### config.mk
export PLATFORM = sky130hd
export DESIGN_NAME = vga_stream_out
export DESIGN_NICKNAME = d
export VERILOG_FILES = /design/src/rtl/vga_pkg.sv /design/src/rtl/vga_pixel_fifo.sv /design/src/rtl/vga_stream_out.sv
export SDC_FILE = /design/constraint.sdc
export NUM_CORES = 1
export LEC_CHECK = 0
export ABC_CLOCK_PERIOD_IN_PS = 6000
export CELL_PAD_IN_SITES_DETAIL_PLACEMENT = 0
export CELL_PAD_IN_SITES_GLOBAL_PLACEMENT = 1
export CORE_MARGIN = 1.5
export CORE_UTILIZATION = 40
export DETAILED_ROUTE_END_ITERATION = 10
export HOLD_SLACK_MARGIN = 0.15
export PLACE_DENSITY_LB_ADDON = 0.1
export SLEW_MARGIN = 5
export SYNTH_ARGS = -nofsm -noshare
export SYNTH_HDL_FRONTEND = slang
export SYNTH_HIERARCHICAL = 1
export SYNTH_SLANG_ARGS = --single-unit
### constraint.sdc
create_clock -name clk_clk -period 6 [get_ports clk_clk]
set_clock_uncertainty 0.2 [all_clocks]
set_input_delay 0.6 -clock clk_clk [delete_from_list [all_inputs] [get_ports clk_clk]]
set_output_delay 0.6 -clock clk_clk [all_outputs]
set_load 0.02 [all_outputs]
### src/rtl/vga_pkg.sv
`default_nettype none
// ============================================================================
// Module      : vga_pkg
// Description : Shared types, default 640x480@60 timing and timing helpers
//               for the VGA stream output stage.
// Revision    : 1.0 - initial release
// ============================================================================
package vga_pkg;

    typedef enum logic [1:0] {
        IDLE   = 2'd0,
        RESYNC = 2'd1,
        WAIT   = 2'd2,
        RUN    = 2'd3
    } vga_state_e;

    // One axis of raster timing, regions in output order.
    typedef struct packed {
        int unsigned active;
        int unsigned fp;
        int unsigned sync;
        int unsigned bp;
    } vga_axis_t;

    localparam int unsigned c_DEF_H_ACTIVE = 640;
    localparam int unsigned c_DEF_H_FP     = 16;
    localparam int unsigned c_DEF_H_SYNC   = 96;
    localparam int unsigned c_DEF_H_BP     = 48;
    localparam int unsigned c_DEF_V_ACTIVE = 480;
    localparam int unsigned c_DEF_V_FP     = 10;
    localparam int unsigned c_DEF_V_SYNC   = 2;
    localparam int unsigned c_DEF_V_BP     = 33;

    function automatic int unsigned axis_total(input vga_axis_t a);
        return a.active + a.fp + a.sync + a.bp;
    endfunction

    function automatic int unsigned axis_sync_start(input vga_axis_t a);
        return a.active + a.fp;
    endfunction

    function automatic int unsigned axis_sync_end(input vga_axis_t a);
        return a.active + a.fp + a.sync;
    endfunction

endpackage
`default_nettype wire

### src/rtl/vga_pixel_fifo.sv
`default_nettype none
// ============================================================================
// Module      : vga_pixel_fifo
// Description : Show-ahead FIFO with synchronous flush; head is valid one
//               clock after the write that fills an empty FIFO.
// Revision    : 1.0 - initial release
// ============================================================================
module vga_pixel_fifo #(
    parameter int unsigned WIDTH = 25,
    parameter int unsigned DEPTH = 16
) (
    input  logic             clk,
    input  logic             rst,
    input  logic             i_flush,
    input  logic             i_push,
    input  logic [WIDTH-1:0] i_data,
    input  logic             i_pop,
    output logic [WIDTH-1:0] o_data,
    output logic             o_full,
    output logic             o_empty
);
    localparam int unsigned c_AW = $clog2(DEPTH);

    logic [WIDTH-1:0] r_mem [DEPTH];
    logic [c_AW-1:0]  r_wr_ptr;
    logic [c_AW-1:0]  r_rd_ptr;
    logic [c_AW:0]    r_count;
    logic             w_push;
    logic             w_pop;

    assign o_full  = (r_count == (c_AW+1)'(DEPTH));
    assign o_empty = (r_count == '0);
    assign o_data  = r_mem[r_rd_ptr];
    assign w_push  = i_push & ~o_full;
    assign w_pop   = i_pop & ~o_empty;

    always_ff @(posedge clk) begin
        if (rst || i_flush) begin
            r_wr_ptr <= '0;
            r_rd_ptr <= '0;
            r_count  <= '0;
        end else begin
            if (w_push) r_wr_ptr <= r_wr_ptr + 1'b1;
            if (w_pop)  r_rd_ptr <= r_rd_ptr + 1'b1;
            case ({w_push, w_pop})
                2'b10:   r_count <= r_count + 1'b1;
                2'b01:   r_count <= r_count - 1'b1;
                default: r_count <= r_count;
            endcase
        end
    end

    always_ff @(posedge clk) begin
        if (w_push) r_mem[r_wr_ptr] <= i_data;
    end

endmodule
`default_nettype wire

### src/rtl/vga_stream_out.sv
`default_nettype none
// ============================================================================
// Module      : vga_stream_out
// Description : Parametrised VGA output stage: pixel FIFO, raster timing,
//               frame alignment on start-of-frame and registered pins.
// Revision    : 1.0 - initial release
// ============================================================================
module vga_stream_out
    import vga_pkg::*;
#(
    parameter int unsigned          COLOR_W    = 8,
    parameter int unsigned          H_ACTIVE   = c_DEF_H_ACTIVE,
    parameter int unsigned          H_FP       = c_DEF_H_FP,
    parameter int unsigned          H_SYNC     = c_DEF_H_SYNC,
    parameter int unsigned          H_BP       = c_DEF_H_BP,
    parameter int unsigned          V_ACTIVE   = c_DEF_V_ACTIVE,
    parameter int unsigned          V_FP       = c_DEF_V_FP,
    parameter int unsigned          V_SYNC     = c_DEF_V_SYNC,
    parameter int unsigned          V_BP       = c_DEF_V_BP,
    parameter bit                   HS_POL     = 1'b0,
    parameter bit                   VS_POL     = 1'b0,
    parameter int unsigned          CLK_DIV    = 2,
    parameter int unsigned          FIFO_DEPTH = 16,
    parameter logic [3*COLOR_W-1:0] FILL_COLOR = '0
) (
    input  logic                 clk_clk,
    input  logic                 reset_reset_n,
    input  logic                 enable,
    input  logic [3*COLOR_W-1:0] pix_data,
    input  logic                 pix_sop,
    input  logic                 pix_valid,
    output logic                 pix_ready,
    output logic [COLOR_W-1:0]   redoutput,
    output logic [COLOR_W-1:0]   greenoutput,
    output logic [COLOR_W-1:0]   blueoutput,
    output logic                 hsoutput,
    output logic                 vsoutput,
    output logic                 frame_start,
    output logic                 underflow,
    input  logic                 underflow_clr
);
    localparam int unsigned c_PIX_W   = 3*COLOR_W;
    localparam vga_axis_t   c_H_AXIS  = '{H_ACTIVE, H_FP, H_SYNC, H_BP};
    localparam vga_axis_t   c_V_AXIS  = '{V_ACTIVE, V_FP, V_SYNC, V_BP};
    localparam int unsigned c_H_TOTAL = axis_total(c_H_AXIS);
    localparam int unsigned c_V_TOTAL = axis_total(c_V_AXIS);
    localparam int unsigned c_HW      = $clog2(c_H_TOTAL);
    localparam int unsigned c_VW      = $clog2(c_V_TOTAL);
    localparam int unsigned c_DIV_W   = (CLK_DIV > 1) ? $clog2(CLK_DIV) : 1;

    localparam logic [c_DIV_W-1:0] c_DIV_LAST = c_DIV_W'(CLK_DIV - 1);
    localparam logic [c_HW-1:0]    c_H_LAST   = c_HW'(c_H_TOTAL - 1);
    localparam logic [c_VW-1:0]    c_V_LAST   = c_VW'(c_V_TOTAL - 1);
    localparam logic [c_HW-1:0]    c_H_ACT    = c_HW'(H_ACTIVE);
    localparam logic [c_VW-1:0]    c_V_ACT    = c_VW'(V_ACTIVE);
    localparam logic [c_HW-1:0]    c_HS_BEG   = c_HW'(axis_sync_start(c_H_AXIS));
    localparam logic [c_VW-1:0]    c_VS_BEG   = c_VW'(axis_sync_start(c_V_AXIS));
    // One bit wider so a window ending exactly at TOTAL still compares correctly
    localparam logic [c_HW:0]      c_HS_END   = (c_HW+1)'(axis_sync_end(c_H_AXIS));
    localparam logic [c_VW:0]      c_VS_END   = (c_VW+1)'(axis_sync_end(c_V_AXIS));

    vga_state_e           r_state;
    vga_state_e           w_state_nxt;
    logic [c_DIV_W-1:0]   r_div;
    logic [c_HW-1:0]      r_h_cnt;
    logic [c_VW-1:0]      r_v_cnt;
    logic                 w_hold;
    logic                 w_tick;
    logic                 w_active;
    logic                 w_origin;
    logic                 w_hs_on;
    logic                 w_vs_on;
    logic                 w_rst;
    logic                 w_push;
    logic                 w_pop;
    logic                 w_full;
    logic                 w_empty;
    logic [c_PIX_W:0]     w_head;
    logic                 w_head_sop;
    logic [c_PIX_W-1:0]   w_head_data;
    logic [c_PIX_W-1:0]   w_color;
    logic                 w_fs;
    logic                 w_uf_set;

    assign w_rst       = ~reset_reset_n;
    assign pix_ready   = ~w_full & enable & reset_reset_n;
    assign w_push      = pix_valid & pix_ready;
    assign w_head_sop  = w_head[c_PIX_W];
    assign w_head_data = w_head[c_PIX_W-1:0];
    assign w_hold      = ~reset_reset_n | ~enable | (r_state == IDLE);
    assign w_tick      = (r_div == c_DIV_LAST);
    assign w_active    = (r_h_cnt < c_H_ACT) && (r_v_cnt < c_V_ACT);
    assign w_origin    = (r_h_cnt == '0) && (r_v_cnt == '0);
    assign w_hs_on     = (r_h_cnt >= c_HS_BEG) && ({1'b0, r_h_cnt} < c_HS_END);
    assign w_vs_on     = (r_v_cnt >= c_VS_BEG) && ({1'b0, r_v_cnt} < c_VS_END);

    vga_pixel_fifo #(
        .WIDTH (c_PIX_W + 1),
        .DEPTH (FIFO_DEPTH)
    ) u_fifo (
        .clk     (clk_clk),
        .rst     (w_rst),
        .i_flush (~enable),
        .i_push  (w_push),
        .i_data  ({pix_sop, pix_data}),
        .i_pop   (w_pop),
        .o_data  (w_head),
        .o_full  (w_full),
        .o_empty (w_empty)
    );

    always_ff @(posedge clk_clk) begin
        if (w_hold) begin
            r_div   <= '0;
            r_h_cnt <= '0;
            r_v_cnt <= '0;
        end else begin
            r_div <= w_tick ? '0 : r_div + 1'b1;
            if (w_tick) begin
                if (r_h_cnt == c_H_LAST) begin
                    r_h_cnt <= '0;
                    r_v_cnt <= (r_v_cnt == c_V_LAST) ? '0 : r_v_cnt + 1'b1;
                end else begin
                    r_h_cnt <= r_h_cnt + 1'b1;
                end
            end
        end
    end

    always_ff @(posedge clk_clk) begin
        if (!reset_reset_n) r_state <= IDLE;
        else                r_state <= w_state_nxt;
    end

    always_comb begin
        w_state_nxt = r_state;
        w_pop       = 1'b0;
        w_fs        = 1'b0;
        w_uf_set    = 1'b0;
        w_color     = w_active ? FILL_COLOR : '0;
        case (r_state)
            IDLE: begin
                if (enable) w_state_nxt = RESYNC;
            end
            RESYNC: begin
                // Drain until a start-of-frame word reaches the head
                if (!w_empty) begin
                    if (w_head_sop) w_state_nxt = WAIT;
                    else            w_pop       = 1'b1;
                end
            end
            WAIT: begin
                if (w_tick && w_origin) begin
                    w_state_nxt = RUN;
                    w_pop       = 1'b1;
                    w_color     = w_head_data;
                    w_fs        = 1'b1;
                end
            end
            RUN: begin
                if (w_tick && w_active) begin
                    if (w_empty) begin
                        w_uf_set = 1'b1;
                    end else if (w_origin) begin
                        if (w_head_sop) begin
                            w_pop   = 1'b1;
                            w_color = w_head_data;
                            w_fs    = 1'b1;
                        end else begin
                            w_state_nxt = RESYNC;
                        end
                    end else if (w_head_sop) begin
                        w_state_nxt = WAIT;
                    end else begin
                        w_pop   = 1'b1;
                        w_color = w_head_data;
                    end
                end
            end
            default: w_state_nxt = IDLE;
        endcase
        if (!enable) begin
            w_state_nxt = IDLE;
            w_pop       = 1'b0;
        end
    end

    always_ff @(posedge clk_clk) begin
        if (w_hold) begin
            redoutput   <= '0;
            greenoutput <= '0;
            blueoutput  <= '0;
            hsoutput    <= ~HS_POL;
            vsoutput    <= ~VS_POL;
            frame_start <= 1'b0;
        end else if (w_tick) begin
            redoutput   <= w_color[c_PIX_W-1 -: COLOR_W];
            greenoutput <= w_color[2*COLOR_W-1 -: COLOR_W];
            blueoutput  <= w_color[COLOR_W-1:0];
            hsoutput    <= w_hs_on ? HS_POL : ~HS_POL;
            vsoutput    <= w_vs_on ? VS_POL : ~VS_POL;
            frame_start <= w_fs;
        end else begin
            frame_start <= 1'b0;
        end
    end

    always_ff @(posedge clk_clk) begin
        if (!reset_reset_n || !enable) underflow <= 1'b0;
        else if (w_uf_set)             underflow <= 1'b1;
        else if (underflow_clr)        underflow <= 1'b0;
    end

endmodule
`default_nettype wire

**After elaboration in Yosys (flattened, before gate mapping)**

Memory sizes are Yosys's and may differ from the RTL's. A register that Yosys moved wholly into a read port is not among the register bits.
Index checks and enable logic that the tools add are counted.
W data, S select, Z words.

- Register bits: 64
- Memory bits (writable): 400
- Input bits: 30
- Output and inout bits: 29
- Word-level logic and storage cells: 116
- Memories: 1

- $add $sub $neg: 7
- Order comparisons: 6
- Equal/unequal tests: 13
- Muxes and demuxes: 42
- Bitwise operators: 12
- Reduce and logical (&&, ||, !) cells: 21

Memory list:

| name | depth | bits a word | read ports | clocked after memory_dff | wr ports | line | source |
|---|---|---|---|---|---|---|---|
| u_fifo.r_mem | 16 | 25 | 1 | 1 | 1 | vga_pixel_fifo.sv:24 | `logic [WIDTH-1:0] r_mem [DEPTH];` |

Operator list:

| operator | count |
|---|---|
| $mux W24 | 6 |
| $pmux W24 S2 | 1 |
| $add A10 B1 Y10 const B | 2 |
| $eq A10 B10 Y1 const B | 2 |
| $logic_not A10 Y1 | 2 |
| $lt A10 B10 Y1 const B | 2 |
| $lt A10 B9 Y1 const B | 2 |
| $mux W1 | 20 |
| $mux W10 | 2 |
| $mux W2 | 7 |
| $ge A10 B10 Y1 const B | 1 |
| $ge A10 B9 Y1 const B | 1 |
| $pmux W5 S2 | 1 |
| $add A4 B1 Y4 const B | 2 |
| $mux W4 | 2 |
| $ne A2 B2 Y1 const B | 4 |
| $pmux W2 S4 | 1 |
| $eq A2 B2 Y1 const B | 3 |
| $logic_and A1 B1 Y1 | 6 |
| $add A5 B1 Y5 const B | 1 |
| $and A1 B1 Y1 | 5 |
| $eq A5 B5 Y1 const B | 1 |
| $logic_not A5 Y1 | 1 |
| $not A1 Y1 | 5 |
| 14 further kinds | 21 |

**Depth between registers and ports, before layout**

- Word-level depth: 10
- Mapped depth: 18
- Depth with buffers taken out: 18

**Cells and area by module**

Netlist, hierarchy kept.

By module, submodules not included:

| module | times used | cells an instance | area each (µm²) | seq. area each (µm²) |
|---|---|---|---|---|
| vga_pixel_fifo | 1 | 743 | 15,966.6 | 12,351.8 |
| vga_stream_out | 1 | 277 | 2,333.5 | 1,021.0 |

**Worst setup path after synthesis**

OpenSTA, ideal clock, no wires.

- Path type: reg-to-reg
- Start point: register (tool-made name)
- End point: register u_fifo.r_count[4]
- Library setup time: 0.134 ns
- Arrival: 4.108 ns
- Required time: 5.666 ns
- Path slack: 1.558 ns
- Cell stages (with the launch flop): 18
- Buffers on the path: 2
- Period minus slack after synthesis: 4.442 ns
- Cell sequence: dfxtp_1 -> buf_2 -> buf_2 -> mux4_2 -> a22oi_1 -> nand2_1 -> ha_1 -> inv_1 -> a211oi_1 -> nor3_1 -> o21ai_4 -> inv_1 -> ha_1 -> xor2_1 -> ha_1 -> a311oi_2 -> a2111oi_0 -> or4b_1

RTL lines:

| item | line | source |
|---|---|---|
| to (signal assigned) | vga_pixel_fifo.sv:46 | `2'b10: r_count <= r_count + 1'b1;` |
| to (signal assigned) | vga_pixel_fifo.sv:47 | `2'b01: r_count <= r_count - 1'b1;` |
| to (signal assigned) | vga_pixel_fifo.sv:48 | `default: r_count <= r_count;` |
| to (decl) | vga_pixel_fifo.sv:27 | `logic [c_AW:0] r_count;` |

==> results.py <==
metrics = {
    "placement": {
        "portBuffers": 58,
        "place.gp.congestion": 0.737,
        "postPlaceCellArea_mm2": 0.0197,
        "dp.cells": 1651,
        "post-place-ws_ns": 1.50,
        "dp_hpwl_um": 22400,
    },
    "timing": {
        "fmax_mhz": 224,
        "grt_setup_unrepaired": "false",
        "slew_violations": 0,
        "worst-slew-pin-transition_ns": 1.14,
        "fin_crit_sh": 0.744,
        "setup_viol": 0,
        "fin_crit_ns": 4.47,
        "hold_viol_final": 0,
        "fin_setup_tns_ns": 0,
        "setup_ws_ns": 1.53,
        "relSlewSlack": 0.236,
    },
    "synth": {
        "ys_seq_area_frac": 0.731,
        "synth_enable_flop_cells": 400,
        "synth_flop_cell": "edfxtp_1",
        "ys_ff_latch": 468,
        "avgSynthCellArea_um2": 17.9,
        "synth_cells": 1020,
        "yosys_warnings": 6,
        "async_flop_share": 0,
        "synth_area_mm2": 0.0183,
        "synth_nets": 1063,
        "synth_cell_types": 58,
    },
    "worst_setup_path": {
        "arrival_ns": 4.73,
        "reg2reg_slack_ns": 1.53,
        "cp.required_ns": 6.26,
        "end_kind": "flip-flop",
        "path_max_fanout": 35,
        "crit_type": "reg -> reg",
        "worstSetupStartpointType": "flip-flop",
    },
    "cts": {
        "cts_hold_buffers": 0,
        "cts_sinks": 468,
        "clockBufferDepth": 3,
        "clk_pin_slew_worst_paths_ns": 0.06,
        "cts-root-buf": "clkbuf_16",
        "clkLatencyLatePin_ns": 0.59,
        "postCtsSetupRepairBufs": 0,
        "ctsHtreeMaxLevel": 2,
        "cts_tree": "built",
        "cts_buffers": 50,
        "cts_resized": 0,
    },
    "final_layout": {
        "mostFrequentLayoutCell": "edfxtp_1",
        "num_antenna_cells": 0,
        "stdcell_count": 1743,
        "nets": 1146,
        "mostFrequentLayoutCells": "edfxtp_1, mux4_2, nand2_1",
        "fill_cells": 3892,
        "drive_above_1_share": 0.216,
        "postLayoutCellArea_mm2": 0.0213,
        "syn_to_final_growth_pct": 16.2,
    },
    "route": {
        "drc": 0,
        "dr.pass1.iters": 5,
        "drt_iter0_drc": 666,
        "wl_um": 41500,
        "wire_per_inst_um": 23.8,
        "ant_nets": 0,
        "vias_per_cell": 5.34,
        "vias": 9307,
    },
    "floorplanning": {
        "io_pins": 59,
        "die_area_mm2": 0.0470,
        "core_mm2": 0.0453,
        "rows": 78,
        "die_w_um": 217,
        "die-height_um": 217,
        "start_util": 0.404,
    },
    "grt": {
        "grtUsageTotal": 0.182,
        "grt_max_degree": 67,
        "first_global_vias": 9651,
        "antenna_found_initial": 2,
        "grt_overflow": 0,
        "grt_pass1_wl_um": 62700,
    },
    "power_and_ir_drop": {
        "power.density_mw_per_mm2": 309,
        "vdd_drop_max_mv": 0.211,
        "total_power_uw": 6570,
        "total_leakage_power_uw": 0.00658,
    },
    "outcome": {
        "status": "completed",
    },
    "worst_hold_path": {
        "timing.hold.worst.class": "reg -> reg",
    },
    "run": {
        "cap_violations": 0,
    },
}
==> path summary, 6_finish.rpt <==
check / start / endpoint / cells after the start
max: flip-flop / u_fifo/r_count[4] / 16
min: greenoutput[1] / greenoutput[1] / 2
max reg2reg: flip-flop / u_fifo/r_count[4] / 16
min reg2reg: greenoutput[1] / greenoutput[1] / 2
==> synth_stat cells (10+ instances only) <==
cell type	n	area [µm²]
o21ai_2	20	175
nand3_1	14	70.1
dfxtp_1	68	1360
nor2_1	64	240
inv_1	19	71.3
buf_2	13	65.1
a21oi_1	10	50.1
clkbuf_1	30	113
nor3_1	13	65.1
xor2_1	16	140
mux4_2	100	2250
a22oi_1	51	383
ha_1	13	163
nand2_1	94	353
edfxtp_1	400	12000
==> through the flow <==
| step | hold slack (ns) | utilization |
|---|---|---|
| after detailed placement | 0.240 | 0.435 |
| after floorplan | 0.268 | - |
| final | 0.246 | 0.470 |
| after global placement | 0.233 | 0.435 |
| after CTS | 0.254 | 0.470 |
| after global routing | 0.270 | 0.470 |
==> final cells by class <==
class	instances	area (µm²)	area share
tap	600	751	0.0353
inverter	19	71.3	0.00335
multi-input combinational	481	4740	0.223
clock buffer	66	1340	0.0631
sequential	468	13400	0.629
clock inverter	26	210	0.00989
timing repair buffer	83	768	0.0361
==> power breakdown <==
part	switching, µW	internal (µW)
clock network	1230	1700
logic	63.4	31.3
registers	5.16	3530
==> flip-flops by register name, indices dropped and copies added (netlist names), 2 cells and up, named ones only <==
register,cells
redoutput,8
r_v_cnt,10
greenoutput,8
u_fifo/r_wr_ptr,4
r_h_cnt,10
u_fifo/r_mem,400
u_fifo/r_count,5
r_state,2
u_fifo/r_rd_ptr,4
blueoutput,8
==> cells by family (layout without fill, tap and decap cells) <==
kind of cell	Yosys count	count (layout)	share of synthesized area
DFF	468	468	0.731
muxes	106	106	0.126
buffers and inverters	71	194	0.0170
and+or+nand+nor	229	229	0.0593
adders and majority gates	13	13	0.00889
xor gates and xnor gates	24	24	0.0115
AOI/OAI and AO/OA	109	109	0.0463
==> per-layer routing <==
layer	GRT usage	up-vias	share of wire
met1	0.252	4887	0.46
li1	-	4220	-
met4	0.0470	2	0.017
met5	0	-	0.00041
met2	0.299	142	0.49
met3	0.0324	56	0.036
==> worst max-delay path, cell delays in order (launching register included) <==
cell       delay, ns
dfxtp_4         0.72
mux4_2          0.39
a22oi_1         0.21
nand2_1         0.20
ha_1            0.33
inv_1           0.03
a211oi_1        0.18
nor3_1          0.08
buf_4           0.16
o21ai_4         0.09
inv_1           0.07
ha_1            0.26
xor2_1          0.17
ha_1            0.23
a311oi_2        0.34
a2111oi_0       0.15
or4b_1          0.53
No activity file was read; power rests on OpenSTA's default activity.
